## config.mk

```make
export PLATFORM = sky130hd
export DESIGN_NAME = riscv_fetch_unit
export DESIGN_NICKNAME = d
export VERILOG_FILES = /design/src/rtl/riscv_fetch_unit.sv
export SDC_FILE = /design/constraint.sdc
export NUM_CORES = 1
export LEC_CHECK = 0
export CAP_MARGIN = 20
export CORE_ASPECT_RATIO = 1.25
export CORE_MARGIN = 2
export CORE_UTILIZATION = 37
export DETAILED_ROUTE_END_ITERATION = 8
export GPL_TIMING_DRIVEN = 1
export PLACE_DENSITY = 0.62
export RECOVER_POWER = 50
export SYNTH_ARGS = -nofsm -noshare
export SYNTH_HDL_FRONTEND = slang
export SYNTH_SLANG_ARGS = --single-unit
```

## constraint.sdc

```tcl
create_clock -name clk -period 4.14 [get_ports clk]
set_input_delay 0.828 -clock clk [delete_from_list [all_inputs] [get_ports clk]]
set_output_delay 0.828 -clock clk [all_outputs]
set_load 0.05 [all_outputs]
```

## src/rtl/riscv_fetch_unit.sv

```systemverilog
// Instruction-fetch front end: request/grant memory port, in-order prefetch FIFO, redirect kill.
// Optional macro FETCH_BYPASS_EN: a response reaching an empty FIFO is offered to decode the same cycle.
module riscv_fetch_unit #(
  parameter int              XLEN       = 32,
  parameter logic [XLEN-1:0] RESET_PC   = '0,
  parameter int              FIFO_DEPTH = 4,
  parameter int              MAX_OUTST  = 2
) (
  input  logic            clk,
  input  logic            rst,
  output logic            imem_req,
  output logic [XLEN-1:0] imem_addr,
  input  logic            imem_gnt,
  input  logic            imem_rvalid,
  input  logic [XLEN-1:0] imem_rdata,
  input  logic            redirect_valid,
  input  logic [XLEN-1:0] redirect_pc,
  output logic            inst_valid,
  input  logic            inst_ready,
  output logic [XLEN-1:0] inst_pc,
  output logic [XLEN-1:0] inst_data
);

  localparam int PTR_W = $clog2(FIFO_DEPTH);
  localparam int CNT_W = $clog2(FIFO_DEPTH + 1);
  localparam int CR_W  = CNT_W + 1;

  logic [XLEN-1:0]  r_fetch_pc;
  logic [XLEN-1:0]  r_resp_pc;
  logic [CNT_W-1:0] r_outst_cnt;
  logic [CNT_W-1:0] r_kill_cnt;
  logic [CNT_W-1:0] r_fifo_cnt;
  logic [PTR_W-1:0] r_wr_ptr;
  logic [PTR_W-1:0] r_rd_ptr;
  logic [XLEN-1:0]  r_fifo_pc   [FIFO_DEPTH];
  logic [XLEN-1:0]  r_fifo_data [FIFO_DEPTH];

  logic [CR_W-1:0]  w_credit;
  logic             w_grant;
  logic             w_fifo_empty;
  logic             w_byp_avail;
  logic             w_bypass_take;
  logic             w_live;
  logic             w_push;
  logic             w_pop;
  logic [XLEN-1:0]  w_redirect_aligned;

  // Outstanding requests (killed ones included) hold a FIFO slot, so a live response always fits.
  assign w_credit     = {1'b0, r_outst_cnt} + {1'b0, r_fifo_cnt};
  assign imem_req     = !rst && !redirect_valid
                        && (r_outst_cnt < CNT_W'(MAX_OUTST))
                        && (w_credit < CR_W'(FIFO_DEPTH));
  assign imem_addr    = r_fetch_pc;
  assign w_grant      = imem_req && imem_gnt;
  assign w_fifo_empty = (r_fifo_cnt == '0);
  assign w_redirect_aligned = redirect_pc & ~XLEN'(3);

`ifdef FETCH_BYPASS_EN
  assign w_byp_avail = w_fifo_empty && (r_kill_cnt == '0) && imem_rvalid;
`else
  assign w_byp_avail = 1'b0;
`endif

  assign inst_valid    = (!w_fifo_empty || w_byp_avail) && !redirect_valid;
  assign inst_pc       = !w_fifo_empty ? r_fifo_pc[r_rd_ptr]
                       : (w_byp_avail ? r_resp_pc : '0);
  assign inst_data     = !w_fifo_empty ? r_fifo_data[r_rd_ptr]
                       : (w_byp_avail ? imem_rdata : '0);

  assign w_bypass_take = w_byp_avail && !redirect_valid && inst_ready;
  assign w_live        = imem_rvalid && (r_kill_cnt == '0);
  assign w_push        = w_live && !redirect_valid && !w_bypass_take;
  assign w_pop         = !w_fifo_empty && !redirect_valid && inst_ready;

  always_ff @(posedge clk) begin
    if (w_push) begin
      r_fifo_pc[r_wr_ptr]   <= r_resp_pc;
      r_fifo_data[r_wr_ptr] <= imem_rdata;
    end
  end

  always_ff @(posedge clk or posedge rst) begin
    if (rst) begin
      r_fetch_pc  <= RESET_PC;
      r_resp_pc   <= RESET_PC;
      r_outst_cnt <= '0;
      r_kill_cnt  <= '0;
      r_fifo_cnt  <= '0;
      r_wr_ptr    <= '0;
      r_rd_ptr    <= '0;
    end else if (redirect_valid) begin
      // A response landing in the redirect cycle is already stale, so it is not counted as a kill.
      r_fetch_pc  <= w_redirect_aligned;
      r_resp_pc   <= w_redirect_aligned;
      r_outst_cnt <= r_outst_cnt - CNT_W'(imem_rvalid);
      r_kill_cnt  <= r_outst_cnt - CNT_W'(imem_rvalid);
      r_fifo_cnt  <= '0;
      r_wr_ptr    <= '0;
      r_rd_ptr    <= '0;
    end else begin
      if (w_grant) begin
        r_fetch_pc <= r_fetch_pc + XLEN'(4);
      end
      r_outst_cnt <= r_outst_cnt + CNT_W'(w_grant) - CNT_W'(imem_rvalid);
      if (imem_rvalid) begin
        if (r_kill_cnt != '0) begin
          r_kill_cnt <= r_kill_cnt - CNT_W'(1);
        end else begin
          r_resp_pc <= r_resp_pc + XLEN'(4);
        end
      end
      if (w_push) begin
        r_wr_ptr <= r_wr_ptr + PTR_W'(1);
      end
      if (w_pop) begin
        r_rd_ptr <= r_rd_ptr + PTR_W'(1);
      end
      r_fifo_cnt <= r_fifo_cnt + CNT_W'(w_push) - CNT_W'(w_pop);
    end
  end

endmodule

```

# [Word-level counts from Yosys, hierarchy flattened]
# Memories as Yosys holds them, arrays and structs flattened.
# Cells that the tools add are included.
[word_totals] elab_cells=62 memories=2 inputBits=70 regBits=77 ramBits=256 out_inout_bits=98
[mem_list] memory="r_fifo_data" words=4 word_bits=32 read_ports=1 rd_ports_with_merged_regs=0 write_ports=1 line_no="36" source="logic [XLEN-1:0] r_fifo_data [FIFO_DEPTH];"
[mem_list] memory="r_fifo_pc" words=4 word_bits=32 read_ports=1 rd_ports_with_merged_regs=0 write_ports=1 line_no="35" source="logic [XLEN-1:0] r_fifo_pc [FIFO_DEPTH];"
[op_classes] n_mux=18 reduce_logical=21 eq_ne=1 add_sub_neg=11 order_cmp=2
[ops] operator="$mux W32" count=7
[ops] operator="$add A32 B3 Y32 const B" count=2
[ops] operator="$mux W3" count=5
[ops] operator="$reduce_bool A2 Y1" count=5
[ops] operator="$sub A3 B1 Y3" count=3
[ops] operator="$logic_and A1 B1 Y1" count=8
[ops] operator="$mux W2" count=4
[ops] operator="$add A3 B1 Y3" count=2
[ops] operator="$logic_not A3 Y1" count=2
[ops] operator="$add A2 B1 Y2 const B" count=2
[ops] operator="$add A3 B3 Y4" count=1
[ops] operator="$lt A4 B3 Y1 const B" count=1
[ops] operator="$reduce_and A2 Y1" count=2
[ops] operator="$logic_not A1 Y1" count=3
[ops] operator="$lt A3 B2 Y1 const B" count=1
[ops] operator="$reduce_bool A3 Y1" count=1
[ops] operator="$sub A3 B1 Y3 const B" count=1
[ops] operator="$mux W1" count=2
[ops] operator="$ne A2 B2 Y1 const B" count=1

# [Longest topological paths before layout]
[depth] word_depth=8 ltp_mapped=14 mapped_depth_nobuf=12

# [Worst setup path before layout]
# Ideal clock, no wire load.
[synth_path] path_kind="input port to flip-flop" startpoint="input port redirect_valid" endpoint="memory r_fifo_data[0][0] (enable)" required_ns=3.713 path_buffers=2 path_stages=4 arrival_ns=2.957 setup_slack_ns=0.756 cell_sequence="clkbuf_1 > clkinv_1 > clkbuf_1 > and3_1"
[synth_between] elab_chain_len=4
[synth_rtl] element="start: declaration" line_no="16" source="input logic redirect_valid,"
[synth_rtl] element="$logic_not A1 Y1" line_no="72" source="assign w_push = w_live && !redirect_valid && !w_bypass_take;"
[synth_rtl] element="$logic_and A1 B1 Y1" line_no="72"
[synth_rtl] element="$mux W1" line_no="76" source="if (w_push) begin"
[synth_rtl] element="$mux W1 (not written as such)" line_no="78" source="r_fifo_data[r_wr_ptr] <= imem_rdata;"
[synth_rtl] element="end: declaration" line_no="36"
# No other way between the ends.

# [Worst setup path in the final report]
[layout_path] startpoint="register r_rd_ptr[0]" endpoint="output port inst_pc[2]"
[layout_between] elab_chain_len=2
[layout_rtl] element="start: declaration" line_no="34" source="logic [PTR_W-1:0] r_rd_ptr;"
[layout_rtl] element="start signal: assignment" line_no="116" source="r_rd_ptr <= r_rd_ptr + PTR_W'(1);"
[layout_rtl] element="$mem_v2 Z4 W32"
[layout_rtl] element="$mux W32" line_no="65" source="assign inst_pc = !w_fifo_empty ? r_fifo_pc[r_rd_ptr]"
[layout_rtl] element="end: declaration" line_no="20" source="output logic [XLEN-1:0] inst_pc,"
# No other way between the ends.

==> results by group <==
Outcome
  • Status: finished with violations
  • Failing checks: max-capacitance violations, max-slew violations

STA
  • Final slew viol count: between 60 and 70
  • Shortest clock period the worst path allows after layout: 3.82 ns
  • Actual transition at the worst max-transition pin: roughly 1.7 ns
  • Final hold violations: 0
  • Remaining max-slew budget at the tightest pin: -13.1%
  • Tcrit/Tclk final: 92.2%
  • Accumulated negative setup slack: 0 ns
  • Final setup violation count: 0
  • Setup repair after global routing missed its margin: no
  • Highest clock frequency the design can meet: 262 MHz
  • Maximum clock skew at final layout: 0.0145 ns

Detailed routing
  • Detail Route met3 WL: 1370 microns
  • Uppermost signal routing layer after detailed routing: met4
  • Detail-routed via count per cell: 5.16
  • Violation count after the first detailed-routing iteration: 379
  • DRC viols: 0
  • Drt wl/cell: slightly below 20 microns
  • Count of nets left with antenna violations after detail routing: 0
  • Detailed route wirelength on metal2: roughly 15,000 microns
  • Vias: 8,012
  • Number of search-and-repair iterations in the first detailed-routing pass: 8
  • Wl on met1: roughly 13,000 microns
  • DRT Wirelength: 30,100 microns

Critical path
  • Startpoint class of the critical path: flop
  • Worst-path fanout max: 21
  • Number of cells traversed by the worst register-to-register path: 8
  • Crit path kind: flop to output port
  • Element type at the critical path end: output port
  • WP data required: 3.31 ns
  • Arrival time of data at the critical path endpoint: 2.99 ns

Layout
  • Growth of design area from synthesis to finish: 22.9%
  • Layout cells sized above 1: 13.1%
  • Diodes inserted: 0
  • Finished Cell Area: 16,900 sq um
  • Net count of the finished layout: 1,138

Clock network
  • Count of cells resized by post-cts repair: 0
  • Number of levels in the clock H-tree: 1
  • Clock buffer count from CTS: 31
  • Clock latency on the worst-skew pair: roughly 0.56 ns
  • Clock transition at path regs: about 0.060 ns
  • Sink count of the clock tree: roughly 320
  • Buffer cell driving the clock tree root: clkbuf_16
  • Number of buffers added to fix hold violations after cts: 0
  • Post-CTS Repair Setup Buffers: 0
  • Clock tree from TritonCTS: done
  • Clock Path Buffers: 3

Global route
  • Number of antenna violations at the first check in global routing: 0
  • Maximum number of pins on one net before global-route repair: 66
  • First-pass GRT wire length: 46,800 microns
  • Aggregate global-route resource usage: about 16%
  • Vias in the first global route: 8,301
  • Sum of overflow across all layers after global routing: 0

Synthesis
  • Sequential share of the synthesized area: 67.5%
  • Instance count of the mapped netlist: 878
  • Unique masters post-synth: between 50 and 60
  • Cell type contributing the most total cell area after synthesis: edfxtp_1
  • Post-synthesis instance area: about 14,000 sq um
  • Warnings from Yosys: 0
  • Post-synthesis register bit count: 321
  • Prevailing post-synth register cell: edfxtp_1
  • Leading post-synthesis cells by cell area: edfxtp_1, dfrtp_1, mux4_2
  • Yosys top cell area share: 54.2%
  • Async set or reset register ratio after synthesis: 22.7%
  • Synthesized area per cell: ~16 sq um
  • Post-synth EDFFs: 248

Pwr
  • Power per Cell Area: 611 nW/um^2
  • Worst ir drop on vdd: slightly below 300 uV
  • Lkg Pwr: about 5.7 nW

Floorplan
  • Die Area: 38,700 sq um
  • Horizontal extent of the die: ~180 microns
  • Area of the core region: between 30,000 and 40,000 sq um
  • Initial core utilization: 37.7%
  • Site Rows: slightly below 80
  • Ports placed on the boundary: 168
  • Die Height: 219 microns

Placement
  • Sum of net half-perimeters after detailed placement: 19,400 microns
  • Final GP Congestion: about 0.85
  • Port-buffer cells: approximately 160
  • Cell Area, Placed: 16,000 sq um

Worst hold path
  • Type of the worst min-delay path: flop to flop
  • Number of cells on the worst hold path: 2

Job
  • Number of max-cap violations: 2
==> layout make-up <==
type | count | area [sq um]
inverter | 28 | 105
fill | 3199 | 19600
multi-input combinational | 485 | 4160
clock inverter | 14 | 76.3
tap | 480 | 601
sequential | 321 | 9280
clock buffer | 43 | 821
timing repair buffer | 182 | 1850
==> critical path, stage by stage (launching register included) <==
cell and delay (ns):
dfrtp_4 0.69, buf_12 0.28, mux4_2 0.57, and2_1 0.18, clkdlybuf4s50_1 0.69
==> registers in the layout, summed over array words and instances (netlist names) <==
name	count
r_fifo_pc	120
r_rd_ptr	2
imem_addr	30
r_kill_cnt	3
r_outst_cnt	3
r_wr_ptr	2
r_fifo_data	128
r_resp_pc	30
r_fifo_cnt	3
==> cells by family (layout without fill, tap and decap cells) <==
group	after synthesis	after routing	share of synthesized area, %
adders and majority gates	19	19	1.84
and+or+nand+nor	259	259	11.1
AOI/OAI and AO/OA	99	99	4.26
other	1	4	0.0273
xor gates and xnor gates	37	37	2.36
muxes	67	67	10.6
buffers and inverters	75	267	2.38
DFF	321	321	67.5
==> where the power goes <==
part	internal, mW	leakage (nW)	switching (mW)	total [mW]
sequential	3.68	3.13	0.239	3.92
combinational	1.47	2.13	2.36	3.84
clock	1.38	0.424	1.17	2.55
==> per-layer routing <==
layer / global-route usage (%) / up-vias
li1: - / 3687
met4: 4.71 / 0
met1: 21.1 / 4061
met5: 0 / -
met3: 2.00 / 38
met2: 26.3 / 226
==> through the flow <==
stage / instances / utilization [%] / hold WS, ns / setup slack (ns) / power, mW
floorplan: 881 / - / 0.495 / 0.756 / 6.58
global placement: 1495 / 43.9 / 0.543 / 0.802 / 7.84
detailed placement: 1495 / 43.9 / 0.554 / 0.793 / 7.87
CTS: 1552 / 46.3 / 0.549 / 0.163 / 10.5
global route: 1553 / 46.3 / 0.572 / 0.172 / 10.8
finish: 1553 / 46.3 / 0.569 / 0.322 / 10.3
==> synth_stat cells (7+ instances only) <==
cell type and number:
nor3_1 7, and2_1 67, o21ai_0 50, nand4_1 19, buf_2 13, nand3_1 25, ha_1 17, a31oi_1 8
inv_1 27, nor2_1 29, edfxtp_1 248, and3_1 10, xnor2_1 22, clkbuf_1 25, a21oi_1 14, mux4_2 62
o311ai_0 13, xor2_1 15, nand2_1 61, dfrtp_1 73
==> cell usage in the layout (no fill, tap or decap), drive strengths merged, types with 4 or more instances in the layout <==
master / n
conb: 4
and2: 67
dfrtp: 73
clkinv: 11
ha: 17
buf: 18
inv: 28
and3: 10
and4: 6
nand2: 61
xor2: 15
edfxtp: 248
mux4: 62
nor2: 30
or4: 4
clkbuf: 47
nand3: 25
xnor2: 22
o311ai: 13
a21oi: 14
o211ai: 5
nor3: 10
or3: 4
nand4: 21
clkdlybuf4s50: 126
mux2: 4
nor4: 7
o21ai: 54
a31oi: 8
dlygate4sd3: 34
==> worst paths after layout <==
check / startpoint / endpoint / slack [ns]
min in group asynchronous: rst / r_outst_cnt[2] / 1.08
hold / removal: r_kill_cnt[1] / r_kill_cnt[1] / 0.57
setup reg to reg: r_fifo_cnt[1] / imem_addr[18] / 1.07
max in group asynchronous: rst / r_resp_pc[24] / 0.99
setup / recovery: r_rd_ptr[0] / inst_pc[2] / 0.32
hold reg to reg: r_kill_cnt[1] / r_kill_cnt[1] / 0.57
No activity file was read; power rests on OpenSTA's default activity.
